$ cat src/rtl/module_hamming_encoder_tx.sv
// Hamming(7,4) encoder with optional single-bit error injection and an
// LSB-first serial framer (start bit, 7 payload bits, stop bit).
// Each serial bit lasts CLKS_PER_BIT clock cycles. A nibble is accepted
// over a valid/ready handshake, and only while the framer is idle.

module module_hamming_encoder_tx #(
    parameter int CLKS_PER_BIT = 4
) (
    input  logic       clk,
    input  logic       rst,
    input  logic [3:0] data_in,
    input  logic       data_valid,
    output logic       data_ready,
    input  logic [2:0] err_pos,
    output logic [6:0] codeword,
    output logic       tx_serial,
    output logic       tx_busy,
    output logic       tx_done
);

    // The baud counter is at least one bit wide, so CLKS_PER_BIT=1 still elaborates.
    localparam int                BAUD_W    = (CLKS_PER_BIT > 1) ? $clog2(CLKS_PER_BIT) : 1;
    localparam logic [BAUD_W-1:0] BAUD_LAST = BAUD_W'(CLKS_PER_BIT - 1);
    localparam logic [2:0]        LAST_BIT  = 3'd6;

    typedef enum logic [1:0] {
        S_IDLE  = 2'd0,
        S_START = 2'd1,
        S_DATA  = 2'd2,
        S_STOP  = 2'd3
    } state_t;

    state_t            state_reg, state_next;
    logic [BAUD_W-1:0] baud_reg, baud_next;
    logic [2:0]        bit_idx_reg, bit_idx_next;
    logic [6:0]        codeword_reg, codeword_next;
    logic              done_reg, done_next;

    logic [6:0]        clean_word;
    logic [6:0]        err_mask;
    logic              transfer;
    logic              baud_tick;

    // Codeword layout, MSB..LSB: {i3, i2, i1, p3, i0, p2, p1}.
    // The parity bits sit at Hamming positions 1, 2 and 4, so a decoder
    // syndrome directly names the position of a flipped bit.
    assign clean_word = {
        data_in[3],
        data_in[2],
        data_in[1],
        data_in[1] ^ data_in[2] ^ data_in[3],
        data_in[0],
        data_in[0] ^ data_in[2] ^ data_in[3],
        data_in[0] ^ data_in[1] ^ data_in[3]
    };

    // One-hot flip mask. err_pos=0 matches no bit, so that value means no injection.
    // err_pos values 1..7 each select exactly one bit, so at most one bit is ever flipped.
    generate
        for (genvar gi = 0; gi < 7; gi++) begin : g_err_mask
            assign err_mask[gi] = (err_pos == 3'(gi + 1));
        end
    endgenerate

    assign data_ready = (state_reg == S_IDLE);
    assign transfer   = data_valid && data_ready;
    assign baud_tick  = (baud_reg == BAUD_LAST);

    // State, counter, payload and done registers; reset wins over any transfer.
    always_ff @(posedge clk) begin
        if (rst) begin
            state_reg    <= S_IDLE;
            baud_reg     <= '0;
            bit_idx_reg  <= '0;
            codeword_reg <= '0;
            done_reg     <= 1'b0;
        end else begin
            state_reg    <= state_next;
            baud_reg     <= baud_next;
            bit_idx_reg  <= bit_idx_next;
            codeword_reg <= codeword_next;
            done_reg     <= done_next;
        end
    end

    // Next-state logic: walk START -> DATA (7 bits) -> STOP, one baud period per bit.
    always_comb begin
        state_next    = state_reg;
        baud_next     = baud_reg;
        bit_idx_next  = bit_idx_reg;
        codeword_next = codeword_reg;
        done_next     = 1'b0;
        case (state_reg)
            S_IDLE: begin
                if (transfer) begin
                    state_next    = S_START;
                    baud_next     = '0;
                    bit_idx_next  = '0;
                    codeword_next = clean_word ^ err_mask;
                end
            end
            S_START: begin
                if (baud_tick) begin
                    state_next = S_DATA;
                    baud_next  = '0;
                end else begin
                    baud_next = baud_reg + 1'b1;
                end
            end
            S_DATA: begin
                if (baud_tick) begin
                    baud_next = '0;
                    // The bit index stops at 6 and never wraps; STOP takes over from here.
                    if (bit_idx_reg == LAST_BIT) begin
                        state_next = S_STOP;
                    end else begin
                        bit_idx_next = bit_idx_reg + 1'b1;
                    end
                end else begin
                    baud_next = baud_reg + 1'b1;
                end
            end
            S_STOP: begin
                if (baud_tick) begin
                    state_next = S_IDLE;
                    baud_next  = '0;
                    done_next  = 1'b1;
                end else begin
                    baud_next = baud_reg + 1'b1;
                end
            end
            default: begin
                state_next = S_IDLE;
            end
        endcase
    end

    // Line driver: the line idles high, the start bit is low, then payload bits go LSB first.
    always_comb begin
        tx_serial = 1'b1;
        case (state_reg)
            S_START: tx_serial = 1'b0;
            S_DATA:  tx_serial = codeword_reg[bit_idx_reg];
            default: tx_serial = 1'b1;
        endcase
    end

    assign tx_busy  = (state_reg != S_IDLE);
    assign tx_done  = done_reg;
    assign codeword = codeword_reg;

endmodule

$ cat config.mk
export PLATFORM = sky130hd
export DESIGN_NAME = module_hamming_encoder_tx
export DESIGN_NICKNAME = d
export VERILOG_FILES = /design/src/rtl/module_hamming_encoder_tx.sv
export SDC_FILE = /design/constraint.sdc
export NUM_CORES = 1
export LEC_CHECK = 0
export BUFFER_PORTS_ARGS = -buffer_cell sky130_fd_sc_hd__buf_4
export CORE_UTILIZATION = 45
export DETAILED_ROUTE_END_ITERATION = 6
export GPL_TIMING_DRIVEN = 0
export PLACE_DENSITY = 0.76
export SYNTH_ARGS = -nofsm -noshare
export SYNTH_HDL_FRONTEND = slang
export SYNTH_SLANG_ARGS = --single-unit
$ cat constraint.sdc
create_clock -name clk -period 2.5 [get_ports clk]
set_input_delay 0 -clock clk [delete_from_list [all_inputs] [get_ports clk]]
set_output_delay 0 -clock clk [all_outputs]
set_load 0.01 [all_outputs]
==> summary.json <==
{
  "run_status": {"value": "finished, final reports clean"},
  "start_kind": {"value": "register"},
  "yosysUniqueCellTypes": {"value": 30},
  "async_flop_share": {"value": 0, "unit": "%"},
  "main_synth_ff_type": {"value": "sky130_fd_sc_hd__dfxtp_1"},
  "numCtsBuffers": {"value": 3},
  "crit_required": {"value": 2.50, "unit": "ns"},
  "initial_util": {"value": 48.0, "unit": "%"},
  "power.sequential.fraction": {"value": 33.3, "unit": "%"},
  "layout_commonest_cell": {"value": "sky130_fd_sc_hd__buf_4"},
  "power.density_cell_area": {"value": 920, "unit": "nW/um2"},
  "critical-path-max-stage-delay": {"value": 0.49, "unit": "ns"},
  "synth.area.top_cells": {"value": "sky130_fd_sc_hd__dfxtp_1 32%, sky130_fd_sc_hd__ha_1 12%, sky130_fd_sc_hd__xnor2_1 8.4%"},
  "path_class": {"value": "reg2out"},
  "io_buffer_count": {"value": 20},
  "slew-limit-headroom": {"value": 67.2, "unit": "%"},
  "final.min_clock_period": {"value": 1.78, "unit": "ns"},
  "number_of_i_o_pins": {"value": 21},
  "power_switching": {"value": 0.000437, "unit": "W"},
  "internal_power": {"value": 0.000633, "unit": "W"},
  "first_global_vias": {"value": 699},
  "finalNetCount": {"value": 153},
  "final.setup_skew": {"value": 0.00824, "unit": "ns"},
  "combPwrFrac": {"value": 53.2, "unit": "%"},
  "final_antenna_net_count": {"value": 0},
  "netlist_area": {"value": 941, "unit": "um2"},
  "clock_tree.buffer_depth": {"value": 2},
  "route.top_layer_used": {"value": "met4"},
  "post-route-period-util": {"value": 71.0, "unit": "%"},
  "cts.sinks": {"value": 15},
  "setup_viol": {"value": 0},
  "final_max_slew_viol_count": {"value": 0},
  "die-area": {"value": 2280, "unit": "um2"},
  "core_area": {"value": 1960, "unit": "um2"},
  "drt-met1-wl": {"value": 823, "unit": "um"},
  "clk-insertion-delay-late": {"value": 0.29, "unit": "ns"},
  "synth_net_count": {"value": 127},
  "most-common-layout-cells": {"value": "20 x sky130_fd_sc_hd__buf_4, 15 x sky130_fd_sc_hd__dfxtp_1, 13 x sky130_fd_sc_hd__nor2_1"},
  "detailedRoute.firstIterationViolations": {"value": 8},
  "antenna_found_initial": {"value": 0},
  "area_delta_synth_final": {"value": 23.5, "unit": "%"},
  "final_layout_size_suffix_gt1_share": {"value": 21.8, "unit": "%"},
  "synth-edff-count": {"value": 0},
  "met2WireLength": {"value": 1.01, "unit": "mm"},
  "finalSetupTns": {"value": 0, "unit": "ns"},
  "rows": {"value": 16},
  "largest_register_ff_count": {"value": 7},
  "post-dp-hpwl": {"value": 1.50, "unit": "mm"},
  "path_cells": {"value": "mux2_2 -> or3_1 -> nand4_1 -> o21ai_0 -> buf_4"},
  "post-cts-setup-buffers": {"value": 0},
  "worst_hold_path_type": {"value": "in2reg"},
  "synth_cells": {"value": 108},
  "grt_first_pass_wirelength": {"value": 2.93, "unit": "mm"},
  "met3_routed_wl": {"value": 70, "unit": "um"},
  "post_synth.cell_area_avg": {"value": 8.71, "unit": "um2"},
  "routabilityCongestion": {"value": 0.808},
  "die_height": {"value": 47.7, "unit": "um"},
  "synth.largest_area_cell": {"value": "sky130_fd_sc_hd__dfxtp_1"},
  "wirelength": {"value": 1.93, "unit": "mm"},
  "post_route_cell_area": {"value": 1160, "unit": "um2"},
  "via_count": {"value": 829},
  "htreeDepth": {"value": 1},
  "max-cap-violations": {"value": 0},
  "cts-root-buf": {"value": "sky130_fd_sc_hd__clkbuf_4"},
  "transition_time_of_the_tightest_slew_check_pin": {"value": 0.492, "unit": "ns"},
  "critical_path_peak_fanout": {"value": 7},
  "grt_remaining_overflow": {"value": 0},
  "fill_cells": {"value": 210},
  "finalHoldViolCount": {"value": 0},
  "fp.dieW": {"value": 47.7, "unit": "um"},
  "timing.fmax": {"value": 0.563, "unit": "GHz"},
  "ir_worst_vdd": {"value": 0.511, "unit": "mV"},
  "power.leakage": {"value": 0.473, "unit": "nW"},
  "insertedDiodeCount": {"value": 0},
  "pwr-share-clk": {"value": 13.5, "unit": "%"},
  "globalRouteTotalUtil": {"value": 18.8, "unit": "%"},
  "post_drt_via_cell_ratio": {"value": 5.18},
  "ys_seq_elements": {"value": 15},
  "cp-end-kind": {"value": "output port"},
  "dr.pass1.iters": {"value": 4},
  "placed_cell_area": {"value": 1120, "unit": "um2"},
  "swShare": {"value": 40.8, "unit": "%"},
  "rsz0062_at_grt": {"value": "false"},
  "cp_data_arrival_time": {"value": 1.78, "unit": "ns"},
  "area_share_of_the_largest_cell_type_after_synthesis": {"value": 31.9, "unit": "%"},
  "yosysSeqAreaShare": {"value": 31.9, "unit": "%"},
  "drcViolationCount": {"value": 0},
  "grt_max_degree": {"value": 11},
  "cts_resized": {"value": 0},
  "tritoncts": {"value": "yes"},
  "routed_wire_length_per_instance": {"value": 12.0, "unit": "um"},
  "clk_transition_reported_paths": {"value": 0.09, "unit": "ns"},
  "critPathSlowestCell": {"value": "sky130_fd_sc_hd__dfxtp_1"},
  "ys_warn_count": {"value": 0}
}
-- layer usage --
layer,vias up,track usage (%)
met2,19,31.6
li1,428,-
met4,0,10.0
met1,380,22.6
met3,2,3.40
met5,-,0
-- cells in the mapped netlist, types with 2 or more instances --
cell type	number
sky130_fd_sc_hd__dfxtp_1	15
sky130_fd_sc_hd__nor2_1	13
sky130_fd_sc_hd__ha_1	9
sky130_fd_sc_hd__xnor2_1	9
sky130_fd_sc_hd__a211oi_1	8
sky130_fd_sc_hd__nand2_1	7
sky130_fd_sc_hd__a21oi_1	5
sky130_fd_sc_hd__inv_1	5
sky130_fd_sc_hd__nor3b_1	4
sky130_fd_sc_hd__mux2i_1	3
sky130_fd_sc_hd__nand3b_1	3
sky130_fd_sc_hd__xor2_1	3
sky130_fd_sc_hd__nand2b_1	2
sky130_fd_sc_hd__nand3_1	2
sky130_fd_sc_hd__nand4_1	2
sky130_fd_sc_hd__nor2b_1	2
sky130_fd_sc_hd__o21ai_0	2
sky130_fd_sc_hd__or3_1	2
-- final timing paths --
path / start / endpoint / slack, ns / cells after the start
setup / recovery: bit_idx_reg[1] / tx_serial / 0.72 / 5
hold / removal: data_in[2] / codeword[5] / 0.02 / 3
setup reg to reg: state_reg[0] / codeword[3] / 0.79 / 6
hold reg to reg: codeword[6] / codeword[6] / 0.53 / 2
-- kinds of logic after synthesis --
family | Yosys count | share of synthesized area (%)
and+or+nand+nor | 43 | 24.7
DFF | 15 | 31.9
muxes | 4 | 4.39
buffers and inverters | 7 | 2.92
adders and majority gates | 9 | 12.0
xor gates and xnor gates | 12 | 11.2
AOI/OAI and AO/OA | 18 | 12.9
-- what timing repair did --
item                                    4_1_cts  5_1_grt
endpoints found under the setup margin        0        0
hold buffers                                  1        0
endpoints found under the hold margin         5        0
-- critical path, delay by kind of cell (launching register included) --
family	cells	cell delay, ns
compound gates	1	0.08
mux	1	0.37
simple gates	2	0.40
buf+inv	1	0.15
flops	1	0.49
-- power by group through the flow --
stage | sequential, W | clock [W] | combinational (W)
floorplan | 0.000364 | 0 | 0.000368
global placement | 0.000357 | 0 | 0.000554
detailed placement | 0.000360 | 0 | 0.000570
CTS | 0.000355 | 0.000151 | 0.000574
global route | 0.000364 | 0.000160 | 0.000636
finish | 0.000356 | 0.000144 | 0.000569
-- cell type report --
| class | count | area [um2] | share of cell area (%) |
|---|---|---|---|
| multi-input combinational | 86 | 613 | 52.7 |
| clock inverter | 1 | 5.00 | 0.431 |
| sequential | 15 | 300 | 25.8 |
| timing repair buffer | 21 | 160 | 13.8 |
| tap | 27 | 33.8 | 2.91 |
| buffer | 2 | 8.76 | 0.754 |
| clock buffer | 3 | 22.5 | 1.94 |
| inverter | 5 | 18.8 | 1.61 |
-- through the flow --
step           util [%]  power [W]  cells  hold slack (ns)  setup slack [ns]
2_1_floorplan         -   0.000732    108           0.0728             0.954
3_3_place_gp       57.3   0.000911    155            0.218             0.888
3_5_place_dp       57.3   0.000931    155            0.221             0.843
4_1_cts            59.2    0.00108    160          0.00983             0.704
5_1_grt            59.2    0.00116    160           0.0355             0.637
6_report           59.2    0.00107    160           0.0202             0.725
No activity file was read; power rests on OpenSTA's default activity.
